`config.mk`:
```
export PLATFORM = sky130hd
export DESIGN_NAME = csub32_serial
export DESIGN_NICKNAME = d
export VERILOG_FILES = /design/src/rtl/csub_pkg.sv /design/src/rtl/sub_slice.sv /design/src/rtl/csub32_serial.sv
export SDC_FILE = /design/constraint.sdc
export NUM_CORES = 1
export LEC_CHECK = 0
export CORE_MARGIN = 2
export CORE_UTILIZATION = 40
export DETAILED_ROUTE_END_ITERATION = 8
export HOLD_SLACK_MARGIN = 0.15
export PLACE_DENSITY_LB_ADDON = 0.12
export SLEW_MARGIN = 30
export SYNTH_ARGS = -nofsm -noshare
export SYNTH_HDL_FRONTEND = slang
export SYNTH_HIERARCHICAL = 1
export SYNTH_SLANG_ARGS = --single-unit
```
`constraint.sdc`:
```
create_clock -name clk -period 3.7 [get_ports clk]
set_input_delay 0.37 -clock clk [delete_from_list [all_inputs] [get_ports clk]]
set_output_delay 0.37 -clock clk [all_outputs]
set_load 0.02 [all_outputs]
```
`src/rtl/csub_pkg.sv`:
```
// Shared types and default sizing for the digit-serial subtractor.
`timescale 1ns/1ps
package csub_pkg;

    localparam int unsigned WIDTH_DEF   = 32;
    localparam int unsigned GROUP_W_DEF = 4;
    localparam int unsigned NGROUPS     = WIDTH_DEF / GROUP_W_DEF;
    localparam int unsigned GI_W        = $clog2(NGROUPS);

    typedef enum logic [1:0] {
        StIdle,
        StRun,
        StDone
    } state_e;

endpackage

```
`src/rtl/sub_slice.sv`:
```
// Combinational GROUP_W-bit carry-lookahead adder: s_g = a_g + nb_g + cin.
`timescale 1ns/1ps
module sub_slice #(
    parameter int unsigned GROUP_W = 4
) (
    input  logic [GROUP_W-1:0] a_g,
    input  logic [GROUP_W-1:0] nb_g,
    input  logic               cin,
    output logic [GROUP_W-1:0] s_g,
    output logic               cout
);

    logic [GROUP_W-1:0] w_p;
    logic [GROUP_W-1:0] w_g;
    logic [GROUP_W:0]   w_c;

    assign w_p = a_g ^ nb_g;
    assign w_g = a_g & nb_g;

    // Each carry is a flat sum of products over generate/propagate terms.
    always_comb begin
        logic v_t;
        logic v_c;
        w_c = '0;
        v_t = 1'b0;
        v_c = 1'b0;
        for (int i = 0; i <= int'(GROUP_W); i++) begin
            v_t = cin;
            for (int j = 0; j < i; j++) begin
                v_t = v_t & w_p[j];
            end
            v_c = v_t;
            for (int k = 0; k < i; k++) begin
                v_t = w_g[k];
                for (int j = k + 1; j < i; j++) begin
                    v_t = v_t & w_p[j];
                end
                v_c = v_c | v_t;
            end
            w_c[i] = v_c;
        end
    end

    assign s_g  = w_p ^ w_c[GROUP_W-1:0];
    assign cout = w_c[GROUP_W];

endmodule

```
`src/rtl/csub32_serial.sv`:
```
// Digit-serial two's-complement subtractor computing a + ~b + 1, one group per clock.
// Optional zero/neg result flags are built when FLAGS_EN is defined.
`timescale 1ns/1ps
module csub32_serial
    import csub_pkg::*;
#(
    parameter int unsigned WIDTH   = WIDTH_DEF,
    parameter int unsigned GROUP_W = GROUP_W_DEF
) (
    input  logic             clk,
    input  logic             rst_n,
    input  logic             in_valid,
    output logic             in_ready,
    input  logic [WIDTH-1:0] a,
    input  logic [WIDTH-1:0] b,
    output logic             out_valid,
    input  logic             out_ready,
    output logic [WIDTH-1:0] diff,
    output logic             borrow,
    output logic             overflow
`ifdef FLAGS_EN
    ,
    output logic             zero,
    output logic             neg
`endif
);

    localparam int unsigned NG  = WIDTH / GROUP_W;
    localparam int unsigned GIW = (NG > 1) ? $clog2(NG) : 1;
    localparam logic [GIW-1:0] GI_LAST = GIW'(NG - 1);

    state_e             r_state;
    state_e             w_state_nx;
    logic [WIDTH-1:0]   r_a;
    logic [WIDTH-1:0]   r_nb;
    logic [WIDTH-1:0]   r_diff;
    logic [WIDTH-1:0]   w_diff_nx;
    logic [GIW-1:0]     r_gi;
    logic               r_carry;
    logic               r_borrow;
    logic               r_overflow;
    logic [GROUP_W-1:0] w_a_g;
    logic [GROUP_W-1:0] w_nb_g;
    logic [GROUP_W-1:0] w_s_g;
    logic               w_cout;
    logic               w_last;
    logic               w_ovf;

    assign w_a_g  = r_a[r_gi*GROUP_W +: GROUP_W];
    assign w_nb_g = r_nb[r_gi*GROUP_W +: GROUP_W];
    assign w_last = (r_gi == GI_LAST);

    sub_slice #(
        .GROUP_W (GROUP_W)
    ) u_slice (
        .a_g  (w_a_g),
        .nb_g (w_nb_g),
        .cin  (r_carry),
        .s_g  (w_s_g),
        .cout (w_cout)
    );

    // Groups not yet computed keep their previous contents.
    always_comb begin
        w_diff_nx = r_diff;
        w_diff_nx[r_gi*GROUP_W +: GROUP_W] = w_s_g;
    end

    // r_nb holds ~b, so b's sign bit is its complement.
    assign w_ovf = (r_a[WIDTH-1] ^ ~r_nb[WIDTH-1]) & (r_a[WIDTH-1] ^ w_diff_nx[WIDTH-1]);

    always_ff @(posedge clk or negedge rst_n) begin
        if (!rst_n) begin
            r_state <= StIdle;
        end else begin
            r_state <= w_state_nx;
        end
    end

    always_comb begin
        w_state_nx = r_state;
        unique case (r_state)
            StIdle:  if (in_valid)  w_state_nx = StRun;
            StRun:   if (w_last)    w_state_nx = StDone;
            StDone:  if (out_ready) w_state_nx = StIdle;
            default: w_state_nx = StIdle;
        endcase
    end

    always_ff @(posedge clk or negedge rst_n) begin
        if (!rst_n) begin
            r_a        <= '0;
            r_nb       <= '0;
            r_diff     <= '0;
            r_gi       <= '0;
            r_carry    <= 1'b0;
            r_borrow   <= 1'b0;
            r_overflow <= 1'b0;
        end else begin
            unique case (r_state)
                StIdle: begin
                    if (in_valid) begin
                        r_a     <= a;
                        r_nb    <= ~b;
                        r_carry <= 1'b1;
                        r_gi    <= '0;
                    end
                end
                StRun: begin
                    r_diff  <= w_diff_nx;
                    r_carry <= w_cout;
                    r_gi    <= w_last ? '0 : r_gi + 1'b1;
                    if (w_last) begin
                        r_borrow   <= ~w_cout;
                        r_overflow <= w_ovf;
                    end
                end
                default: ;
            endcase
        end
    end

`ifdef FLAGS_EN
    logic r_zero;
    logic r_neg;

    always_ff @(posedge clk or negedge rst_n) begin
        if (!rst_n) begin
            r_zero <= 1'b0;
            r_neg  <= 1'b0;
        end else if (r_state == StRun && w_last) begin
            r_zero <= (w_diff_nx == '0);
            r_neg  <= w_diff_nx[WIDTH-1];
        end
    end

    assign zero = r_zero;
    assign neg  = r_neg;
`endif

    assign in_ready  = (r_state == StIdle);
    assign out_valid = (r_state == StDone);
    assign diff      = r_diff;
    assign borrow    = r_borrow;
    assign overflow  = r_overflow;

endmodule
```
==> out/metrics.sh <==
ANTENNA-DIODE-COUNT=0
GROUTE.USAGE.OVERALL_PCT=17.1
ROUTED-VIA-COUNT=3204
DETAIL_ROUTE.WIRELENGTH_UM=10200
SETUP.WORST_PATH.CLASS='flip-flop to flip-flop'
CTS_NUM_SINKS=104
BUFFER_PORTS.INSERTED=103
START_KIND='flip-flop'
SYNTH_COMPOUND_GATE_AREA_SHARE_PCT=5.60
SYNTH_CELL_TYPES=35
SYNTH_NETS=460
SYNTH_ENABLE_FLOP_CELLS=0
TIMING.CRITICAL_PATH.REQUIRED_NS=3.97
BUFFERS_FROM_CLOCK_ROOT_TO_SINK_AT_MOST=2
PORTION_OF_THE_CLOCK_CYCLE_CONSUMED_BY_THE_WORST_PATH_IN_THE_FINAL_LAYOUT_PCT=92.1
END_KIND='flip-flop'
GLOBAL_ROUTE.PEAK_USAGE_LAYER='met2'
IO_PINS=104
CTS_HOLD_BUF=0
WL_PER_CELL_UM=16.0
SYNTH_TOP_FAMILY_BY_AREA='multiplexers'
SYNTH_SEQ_AREA_SHARE_PCT=54.9
CLK_ROOT_BUFFER_CELL='clkbuf_16'
FINALHOLDVIOLCOUNT=0
GRT_START_MAX_NET_PINS=97
FINALSETUPVIOLCOUNT=0
FP.DIEAREA_SQ_MM=0.0127
SYNTHMUXAREASHARE_PCT=23.2
TIMING_MAX_TRANSITION_VIOLATIONS_FINAL=0
AVERAGE_SIZE_OF_A_MAPPED_CELL_SQ_UM=12.5
COREAREA_SQ_MM=0.0115
DRIVE_ABOVE_1_SHARE_PCT=21.3
CRIT_ARRIVAL_NS=3.67
MAX_SLEW.WORST_PIN.SLEW_NS=0.712
GRT_ANTENNA_BEFORE_REPAIR=0
GRT_USE_MET2_PCT=29.3
DIEHEIGHT_UM=113
CLOCK.FMAX_GHz=0.293
MET1_GRT_UTIL_PCT=22.1
FINISH.CELL_COUNT_WITHOUT_FILLERS=635
MIN-DELAY-PATH-CLASS='flip-flop to flip-flop'
POST_SYNTH_AND_OR_NAND_NOR_AREA_FRACTION_PCT=9.82
OVERFLOW=0
GRT_PASS1_VIAS=3341
DRT_FIRST_ITER_VIOLATIONS=120
CTS_MADE_BUFFERS=9
POST_ROUTE_MINIMUM_PERIOD_NS=3.41
FINAL_LAYOUT_SETUP_TOTAL_NEGATIVE_SLACK_NS=0
AREA.GROWTH.SYNTH_TO_FINAL_PCT=32.2
GRT_SETUP_UNREPAIRED='false'
OUTCOME='complete, no violations'
DRT_PASS1_ITERATIONS=5
DP_CELLS=618
DIEWIDTH_UM=113
SYNTHFLOPTYPE='dfrtp_1'
TRITONCTS='built'
YS_ASYNC_SR_FRACTION_PCT=100
P_LEAK_nW=2.80
SYNTH_ADDER_AREA_SHARE_PCT=3.59
POSTROUTEANTENNANETS=0
SYN-INSTANCE-COUNT=379
GRT_FIRST_PASS_WIRELENGTH_UM=17100
SYNTHESIS.AREA_SQ_MM=0.00474
SLEW-LIMIT-HEADROOM_PCT=52.5
CTSHTREEMAXLEVEL=3
REMAINING_ROUTING_DRC_VIOLATIONS=0
PATH_MAX_FANOUT=5
SYNTH_AREA_LEADERS='dfrtp_1 55%, mux2_2 14%, mux4_2 7.6%, nand2_1 5.8%, o21ai_0 3.7%'
FIN_SKEW_NS=0.00794
MAX_CAP_VIOLS=0
PLACEMENTROWS=39
MAXIMUM_RESISTIVE_DROP_ON_VDD_mV=0.467
PLACE.DETAILED.HPWL_UM=7720
YOSYS.AREA.TOP_TYPE_SHARE_PCT=54.9
POSTLAYOUTCELLAREA_SQ_MM=0.00627
GPL.FINAL_WEIGHTED_CONGESTION=0.773
CTS.CLK_SLEW.WORST_PATHS_NS=0.06
POWER_DENSITY_mW_PER_MM2=934
POSTCTSSETUPBUFFERS=0
AVGVIACOUNTPERCELL=5.05
YOSYSTOPAREACELL='dfrtp_1'
YOSYS.AREA_SHARE.XOR_XNOR_PCT=0.555
SYNTH.FF_LATCH_COUNT=104
YS.WARNINGS.COUNT=6
CLOCK_INSERTION_DELAY_WORST_SKEW_NS=0.34
GLOBAL_ROUTING_USAGE_ON_MET3_PCT=3.75
START_UTIL_PCT=41.3
POST_CTS_RESIZED=0
DPL-INSTANCE-AREA_SQ_MM=0.00594
FINAL_NETS=568
flip-flops by register name, indices dropped and copies added, names as in the netlist:
| register | count |
|---|---|
| overflow | 1 |
| r_a | 32 |
| diff | 32 |
| r_carry | 1 |
| borrow | 1 |
| r_gi | 3 |
| r_state | 2 |
| r_nb | 32 |
final timing paths:
kind / from / endpoint / slack [ns] / cells past startpoint
worst min register to register: r_nb[27] / r_nb[27] / 0.48 / 2
min in group asynchronous: rst_n / diff[27] / 0.64 / 2
worst max-delay path: r_gi[0] / overflow / 0.29 / 13
worst max register to register: r_gi[0] / overflow / 0.29 / 13
max in group asynchronous: rst_n / diff[3] / 2.22 / 3
worst min-delay path: r_nb[27] / r_nb[27] / 0.48 / 2
cell type report:
type	instances	area, sq um
clock inverters	4	53.8
flip-flops and latches	104	2600
clock buffers	12	246
inverters	11	41.3
repair buffers	112	1100
well taps	143	179
fillers	998	5200
multi-input cells	249	2040
cells by family (layout without fill, tap and decap cells):
family | Yosys count | count (layout)
fa+ha+maj | 13 | 13
mux | 82 | 82
buf+inv | 26 | 139
flops | 104 | 104
compound gates | 47 | 47
xor+xnor | 3 | 3
simple gates | 104 | 104
critical path, stage by stage, from the launching register on:
cell and delay (ns):
dfrtp_1 0.46, buf_4 0.20, mux4_2 0.50, nand2_1 0.08, nand2_1 0.12, ha_1 0.30, ha_1 0.21, o211ai_2 0.14
nand2_1 0.10, xor2_1 0.23, nand2b_1 0.17, or3_1 0.41, a211o_1 0.30, a21oi_1 0.12
where the power goes:
group	leakage (nW)	total [W]	internal [W]	switching, W
clock network	0.139	0.000942	0.000545	0.000398
logic	1.35	0.00293	0.00141	0.00152
registers	1.31	0.00198	0.00164	0.000340
metrics by stage:
stage | total power, W | setup WS, ns | utilization (%) | hold slack [ns]
6_report | 0.00585 | 0.293 | 54.6 | 0.478
5_1_grt | 0.00632 | 0.0260 | 54.6 | 0.514
4_1_cts | 0.00593 | 0.279 | 54.4 | 0.239
3_5_place_dp | 0.00495 | 0.285 | 51.8 | 0.473
3_3_place_gp | 0.00486 | 0.472 | 51.8 | 0.473
2_1_floorplan | 0.00394 | 0.378 | - | 0.0744
synth_stat cells, types with 2 or more instances:
library cell,n
clkbuf_1,6
a21oi_1,4
mux4_2,16
nand2_1,73
a22o_1,2
mux2_2,59
ha_1,12
nor3_1,2
nor2_1,15
xor2_1,2
mux2i_1,5
mux2_1,2
o21ai_0,35
dfrtp_1,104
nand2b_1,6
inv_1,10
buf_2,8
layer usage:
metal | up-vias | share of wire [%]
li1 | 1536 | -
met1 | 1592 | 44
met2 | 65 | 51
met3 | 11 | 3.9
met4 | 0 | 1.2
met5 | - | 0
placed cells by master, fill, tap and decap left out, drive strengths merged, types with 10 or more instances in the layout:
cell type,instances
dfrtp,104
clkdlybuf4s50,102
nand2,73
mux2,61
o21ai,35
mux4,16
nor2,16
ha,12
clkbuf,12
inv,10
(Power assumes the default switching activity.)
